### config.mk
export PLATFORM = sky130hd
export DESIGN_NAME = fb_line_writer
export DESIGN_NICKNAME = d
export VERILOG_FILES = /design/src/rtl/fb_line_writer.sv
export SDC_FILE = /design/constraint.sdc
export NUM_CORES = 1
export LEC_CHECK = 0
export ABC_CLOCK_PERIOD_IN_PS = 3200
export CELL_PAD_IN_SITES_DETAIL_PLACEMENT = 1
export CELL_PAD_IN_SITES_GLOBAL_PLACEMENT = 1
export CORE_UTILIZATION = 25
export DETAILED_ROUTE_END_ITERATION = 12
export GPL_ROUTABILITY_DRIVEN = 1
export PLACE_DENSITY_LB_ADDON = 0.3
export SYNTH_ARGS = -nofsm -noshare
export SYNTH_HDL_FRONTEND = slang
export SYNTH_SLANG_ARGS = --single-unit
### constraint.sdc
create_clock -name clock -period 3.2 [get_ports clock]
set_input_delay 0.48 -clock clock [delete_from_list [all_inputs] [get_ports clock]]
set_output_delay 0.48 -clock clock [all_outputs]
set_load 0.005 [all_outputs]
### src/rtl/fb_line_writer.sv
// Frame-buffer line writer.
// Takes one line of 8-bit palette indices from a valid/ready pixel stream,
// packs 16 pixels into each 128-bit word and writes the words of the line
// into the SDRAM back buffer using a request/acknowledge handshake. The back
// buffer is chosen at line start from frame_flip, so the writer always fills
// the buffer the scanline reader is not showing.
module fb_line_writer #(
  parameter logic [21:0] BUF_A          = 22'h100000,
  parameter logic [21:0] BUF_B          = 22'h200000,
  parameter int          WORDS_PER_LINE = 40,
  parameter int          LINES          = 480
) (
  input  logic         clock,
  input  logic         reset,
  input  logic         frame_flip,
  input  logic         new_frame,
  input  logic         line_start,
  input  logic [9:0]   line_y,
  input  logic         pix_valid,
  input  logic [7:0]   pix_index,
  output logic         pix_ready,
  output logic         sdram_wr,
  output logic [21:0]  sdram_addr,
  output logic [127:0] sdram_wdata,
  input  logic         sdram_ac,
  input  logic         sdram_wait,
  output logic         busy,
  output logic         line_done,
  output logic         frame_done
);

  localparam logic [1:0] S_IDLE  = 2'd0;
  localparam logic [1:0] S_FILL  = 2'd1;
  localparam logic [1:0] S_FLUSH = 2'd2;

  localparam logic [9:0] LAST_X   = 10'(WORDS_PER_LINE * 16 - 1);
  localparam logic [9:0] LAST_Y   = 10'(LINES - 1);
  localparam logic [9:0] NUM_ROWS = 10'(LINES);

  logic [1:0]   state;
  logic [9:0]   y_q;
  logic [21:0]  base_q;
  logic [9:0]   x_q;
  logic [119:0] fill_q;       // lanes 0..14; lane 15 comes straight from pix_index
  logic         pend_valid;
  logic [21:0]  pend_addr;
  logic [127:0] pend_data;
  logic         wr_q;
  logic         line_done_q;
  logic         frame_done_q;

  logic [3:0]   lane;
  logic         accept;
  logic         lane_last;
  logic [14:0]  line_offset;
  logic [21:0]  word_addr;
  logic         flush_done;

  assign lane      = x_q[3:0];
  assign lane_last = (lane == 4'hF);

  // The pixel that completes a word can only be taken once the previous word
  // has left the pending register, so ready drops on lane 15 while it is full.
  assign pix_ready = (state == S_FILL) && !(lane_last && pend_valid);
  assign accept    = pix_valid && pix_ready;

  // y*40 never exceeds 15 bits for 480 lines; zero-extend and wrap at 22 bits.
  assign line_offset = 15'(y_q) * 15'(WORDS_PER_LINE);
  assign word_addr   = base_q + {7'd0, line_offset} + {16'd0, x_q[9:4]};

  assign flush_done = (state == S_FLUSH) && !pend_valid;

  assign busy        = (state == S_FILL) || (state == S_FLUSH);
  assign sdram_wr    = wr_q;
  assign sdram_addr  = pend_addr;
  assign sdram_wdata = pend_data;
  assign line_done   = line_done_q;
  assign frame_done  = frame_done_q;

  // Line sequencing: latch line parameters in IDLE, count pixels in FILL,
  // wait for the final word to be acknowledged in FLUSH.
  // NOTE: all state uses non-blocking assignments so every register samples
  // pre-edge values regardless of block ordering.
  always_ff @(posedge clock) begin
    if (reset) begin
      state  <= S_IDLE;
      y_q    <= '0;
      base_q <= '0;
      x_q    <= '0;
    end else begin
      case (state)
        S_IDLE: begin
          if (line_start && (line_y < NUM_ROWS)) begin
            y_q    <= line_y;
            base_q <= frame_flip ? BUF_B : BUF_A;
            x_q    <= '0;
            state  <= S_FILL;
          end
        end
        S_FILL: begin
          if (accept) begin
            x_q <= x_q + 10'd1;
            if (x_q == LAST_X) state <= S_FLUSH;
          end
        end
        S_FLUSH: begin
          if (!pend_valid) state <= S_IDLE;
        end
        default: state <= S_IDLE;
      endcase
    end
  end

  // Byte lanes 0..14 of the word being assembled.
  // NOTE: the fill register has no reset; every lane is overwritten before it
  // is ever copied to the pending word, so resetting it would only add fanout.
  always_ff @(posedge clock) begin
    if (accept && !lane_last) begin
      fill_q[{lane[3:0], 3'b000} +: 8] <= pix_index;
    end
  end

  // Pending word and the single outstanding SDRAM write request.
  always_ff @(posedge clock) begin
    if (reset) begin
      pend_valid <= 1'b0;
      pend_addr  <= '0;
      pend_data  <= '0;
      wr_q       <= 1'b0;
    end else begin
      if (wr_q && sdram_ac) begin
        wr_q       <= 1'b0;
        pend_valid <= 1'b0;
      end else if (!wr_q && pend_valid && !sdram_wait) begin
        wr_q <= 1'b1;
      end
      // Loading never coincides with the acknowledge: lane 15 stalls while
      // pend_valid is set.
      if (accept && lane_last) begin
        pend_valid <= 1'b1;
        pend_addr  <= word_addr;
        pend_data  <= {pix_index, fill_q};
      end
    end
  end

  // Line and frame completion status.
  always_ff @(posedge clock) begin
    if (reset) begin
      line_done_q  <= 1'b0;
      frame_done_q <= 1'b0;
    end else begin
      line_done_q <= flush_done;
      if (flush_done && (y_q == LAST_Y)) frame_done_q <= 1'b1;
      else if (new_frame)                frame_done_q <= 1'b0;
    end
  end

endmodule

Word-level counts from Yosys, hierarchy flattened
Index checks and enable logic that the tools add are counted.
- register bits: 318
- input bits: 26
- word-level logic and storage cells: 67
- add/subtract/negate cells: 4
- $mul: 1
- order comparisons: 1
- equal/unequal tests: 9
- shifts and indexed selects: 2
- mux-type cells: 14
- reductions and logical operators: 25
- operator list (kind ; number):
    120-bit bitwise mux ; 1
    8-bit by 9-bit variable shift with 120-bit output (first input constant) ; 1
    8-bit by 9-bit indexed part select with 120-bit output ; 1
    22-bit by 15-bit adder with 22-bit output ; 1
    22-bit by 6-bit adder with 22-bit output ; 1
    22-bit 2-to-1 mux ; 1
    10-bit 2-to-1 mux ; 2
    10-bit one-hot mux with 2 select lines ; 1
    10-bit by 3-bit multiplier with 12-bit output (second input constant) ; 1
    1-bit logical AND ; 11
    10-bit by 1-bit adder with 10-bit output (second input constant) ; 1
    10-bit == test (second input constant) ; 1
    10-bit by 9-bit == test with 1-bit output (second input constant) ; 1
    10-bit by 9-bit less-than comparator with 1-bit output (second input constant) ; 1
    7-bit negator with 9-bit output ; 1
    2-bit 2-to-1 mux ; 4
    2-bit inequality test (second input constant) ; 3
    2-bit one-hot mux with 3 select lines ; 1
    2-bit nonzero test ; 3
    1-bit logical NOT ; 5
    4-bit == test (second input constant) ; 1
    1-bit 2-to-1 mux ; 4
    4-bit AND reduction ; 1
    3-bit AND reduction ; 1
    other kinds (7) ; 7

Depth between registers and ports, before layout
- word-level depth: 7
- mapped depth: 10
- depth with buffers taken out: 10

Least setup slack after synthesis
No wires, ideal clock.
- kind: reg-to-reg
- start point: register y_q[3]
- end point: register pend_addr[14] (netlist: sdram_addr[14])
- library setup time: 0.091 ns
- data arrival time: 2.622 ns
- required time: 3.109 ns
- path slack: 0.487 ns
- stages on the path, launching flop included: 10
- path buffers: 0
- clock period less this slack: 2.713 ns
- cells stage by stage: dfxtp_1 > ha_1 > ha_1 > inv_1 > fa_1 > nand2b_1 > nor3_1 > nand4b_4 > or4_1 > a311oi_1
- longest elaborated chain between the ends: 3
- RTL lines (element ; line ; text):
    from (decl) ; 41 ; logic [9:0] y_q;
    from (signal assigned) ; 94 ; y_q <= line_y;
    10-bit by 3-bit multiplier with 12-bit output ; 68 ; assign line_offset = 15'(y_q) * 15'(WORDS_PER_LINE);
    22-bit by 15-bit adder with 22-bit output ; 69 ; assign word_addr = base_q + {7'd0, line_offset} + {16'd0, x_q[9:4]};
    22-bit by 6-bit adder with 22-bit output ; 69 ;
    to (signal assigned) ; 141 ; pend_addr <= word_addr;
    to (decl) ; 46 ; logic [21:0] pend_addr;
No other way between the ends.
A chain may end at the register's enable or synchronous reset.

Worst setup path after layout
- start point: register y_q[1]
- end point: register pend_addr[14] (netlist: sdram_addr[14])
The elaborated chain is that of the path after synthesis.

==> run metrics <==
global-route wire length before repair=52.8 mm; Slew HR=between 40% and 50%; GRT overflow=0; sequential share of the synthesized area=60.8%; ranking of synthesized cells by area=edfxtp_1 31%, dfxtp_1 30%, nand2_1 9.8%; Hold Buf Count CTS=0; vias per cell=between 4 and 5; clock transition at the registers of the reported paths=approximately 0.050 ns; Post-CTS Setup Bufs=0; post-synth top area share=30.9%; Max-Cap Viols=0; Crit path required time=around 3.6 ns; Post-DP HPWL=between 20 and 25 mm; crit path kind=reg -> reg; clk root buf=clkbuf_16; Place WS=between 0.2 and 0.25 ns; Inserted Diodes=0; cell area power density=approximately 570 nW/um^2; synth warn=0; Area growth syn-to-layout=31.1%; Layout Nets=about 1400; # IOs=~180; Avg WL per Cell=roughly 17 microns; vias in the first global route=9100; status=finished, final reports clean; Row Count=78; Critical Path AT=~3.4 ns; Hold Crit Class=in -> reg; Syn Area/Cell=9.83 sq um; Num CTS Buffers=37; Post-synth top cells=305 x nand2_1, 174 x dfxtp_1, 149 x a21oi_1; die width=about 220 microns; number of flops mapped to enable cells by yosys=120; GRT Util Overall=between 10% and 20%; Worst-Margin Slew=0.805 ns; cts repair resizes=0; peak supply drop=0.290 mV; largest net degree at the start of global routing=approximately 110; DIE AREA=47500 sq um; crit path launch type=register; Cell Area, Synth=11700 sq um; most frequent cell after synthesis=nand2_1; CTS tree=done; First-pass DRT Iterations=4; I/O Buffers=176; Tcrit/Tclk final=roughly nine tenths; CTS sink cnt=294; Synth area leader=edfxtp_1; worst-path maximum fanout=5; Max Fclk=approximately 0.34 GHz; Routed Antenna Nets=0; Final TNS setup=0 ns; clk buf depth=3; Post-synth ARST share=0%; Final Max Slew Viols=0; Period minus WS final=2.93 ns; core box area=about 46000 sq um; Lkg Pwr=between 0.005 and 0.006 uW; Crit. End Element=register; via count=8767; Syn Inst Count=approximately 1200; endpoints failing setup=0; Die Span Y=approximately 220 microns; layout cell share with drive strength beyond 1=7.06%; #FFs+latches synth=between 200 and 300; synth unique cells=56; final setup margin=roughly 0.27 ns; Final Hold Fails=0; drt drc=0; skew final=between 0.015 and 0.02 ns; global placer's final weighted congestion=0.782; most common flop cell mapped by yosys=dfxtp_1; CTS H-Tree Depth=2; total routed wirelength=roughly 34 mm; Skew-Pair Late Insertion Delay=0.54 ns; Iter 0 DRT Violations=306; RSZ-0062 raised after global routing=false; initial antenna violation count=4; Initial Util=between 20% and 30%
==> layer usage <==
layer  share of wire [%]  wire length [microns]  vias to the layer above  global-route usage [%]
li1                    -                      -                     4295                       -
met1                  46                  15400                     4256                    18.5
met2                  46                  15600                      163                    23.4
met3                 6.0                   2020                       51                    4.28
met4                 2.0                    677                        2                    3.87
met5               0.036                     12                        -                       0
==> final cells by class <==
class / count / area [sq um]
well taps: 600 / 751
flip-flops and latches: 294 / 7090
multi-input cells: 803 / 4220
clock inverters: 14 / 86.3
clock buffers: 53 / 1030
fillers: 5189 / 30400
inverters: 17 / 63.8
repair buffers: 207 / 2050
==> report_power, final <==
part           internal, uW  switching (uW)
Combinational           304             494
Sequential             3940            36.7
Clock                  2240            1620
Total                  6490            2150
==> kinds of logic after synthesis <==
logic type / count (synthesis) / share of synthesized area (%)
AND/OR/NAND/NOR: 551 / 21.2
flip-flops: 294 / 60.8
AO/OA/AOI/OAI: 184 / 8.79
buffers and inverters: 92 / 3.20
adder cells (fa/ha/maj): 29 / 3.24
XOR/XNOR: 24 / 1.80
multiplexers: 11 / 0.944
other: 1 / 0.0322
==> placed cells by master (no fill, tap or decap), types with 3 or more instances in the layout <==
cell             netlist  layout
nand2_1              305     305
ha_1                  27      27
xnor2_1               12      12
buf_12                 0       4
nor2_1                90      90
a21oi_1              149     149
clkbuf_16              0      37
dfxtp_1              174     174
nor4_1                 6       6
buf_4                  4      27
o21ai_0                3       3
a21o_1                 3       3
nand4_1                6       6
xor2_1                12      12
clkdlybuf4s50_1        0     175
clkinv_2               0       8
a31oi_1                5       5
nand2b_1               5       5
edfxtp_1             120     120
and2_1                92      92
clkbuf_1              58      12
clkbuf_8               0       4
mux2i_1               11      11
nor2b_1                4       4
nand3_1                7       7
conb_1                 1       4
inv_1                 17      17
a211oi_1               7       7
inv_6                  0       3
nor3_1                18      17
==> flip-flops by register name, summed over array words and instances, names as in the netlist <==
register / flops
sdram_addr: 18
frame_done: 1
sdram_wdata: 128
state: 2
fill_q: 120
pend_valid: 1
sdram_wr: 1
x_q: 10
base_q: 2
line_done: 1
y_q: 10
==> worst max-delay path: stages (launching register included) <==
cell,delay (ns)
dfxtp_1,0.40
ha_1,0.27
ha_1,0.24
inv_1,0.08
fa_1,0.46
nand2b_1,0.18
nor3_1,0.39
nand4b_4,0.16
or4_1,0.42
a311oi_1,0.25
==> final timing paths <==
kind | startpoint | endpoint | slack (ns) | cells past startpoint
worst max-delay path | y_q[1] | sdram_addr[14] | 0.27 | 9
worst min-delay path | reset | sdram_wr | 0.38 | 2
worst max register to register | y_q[1] | sdram_addr[14] | 0.27 | 9
worst min register to register | sdram_wdata[102] | sdram_wdata[102] | 0.45 | 2
==> stage by stage <==
stage	power, uW	cell area (sq um)	util [%]	instances	hold slack, ns
3_3_place_gp	4840	14200	31.0	1921	0.441
5_1_grt	9030	15300	33.5	1988	0.372
6_report	8640	15300	33.5	1988	0.381
2_1_floorplan	4540	11700	-	1189	0.432
3_5_place_dp	4860	14200	31.0	1921	0.449
4_1_cts	8780	15300	33.5	1988	0.351
Power figures use the tool's default switching activity.
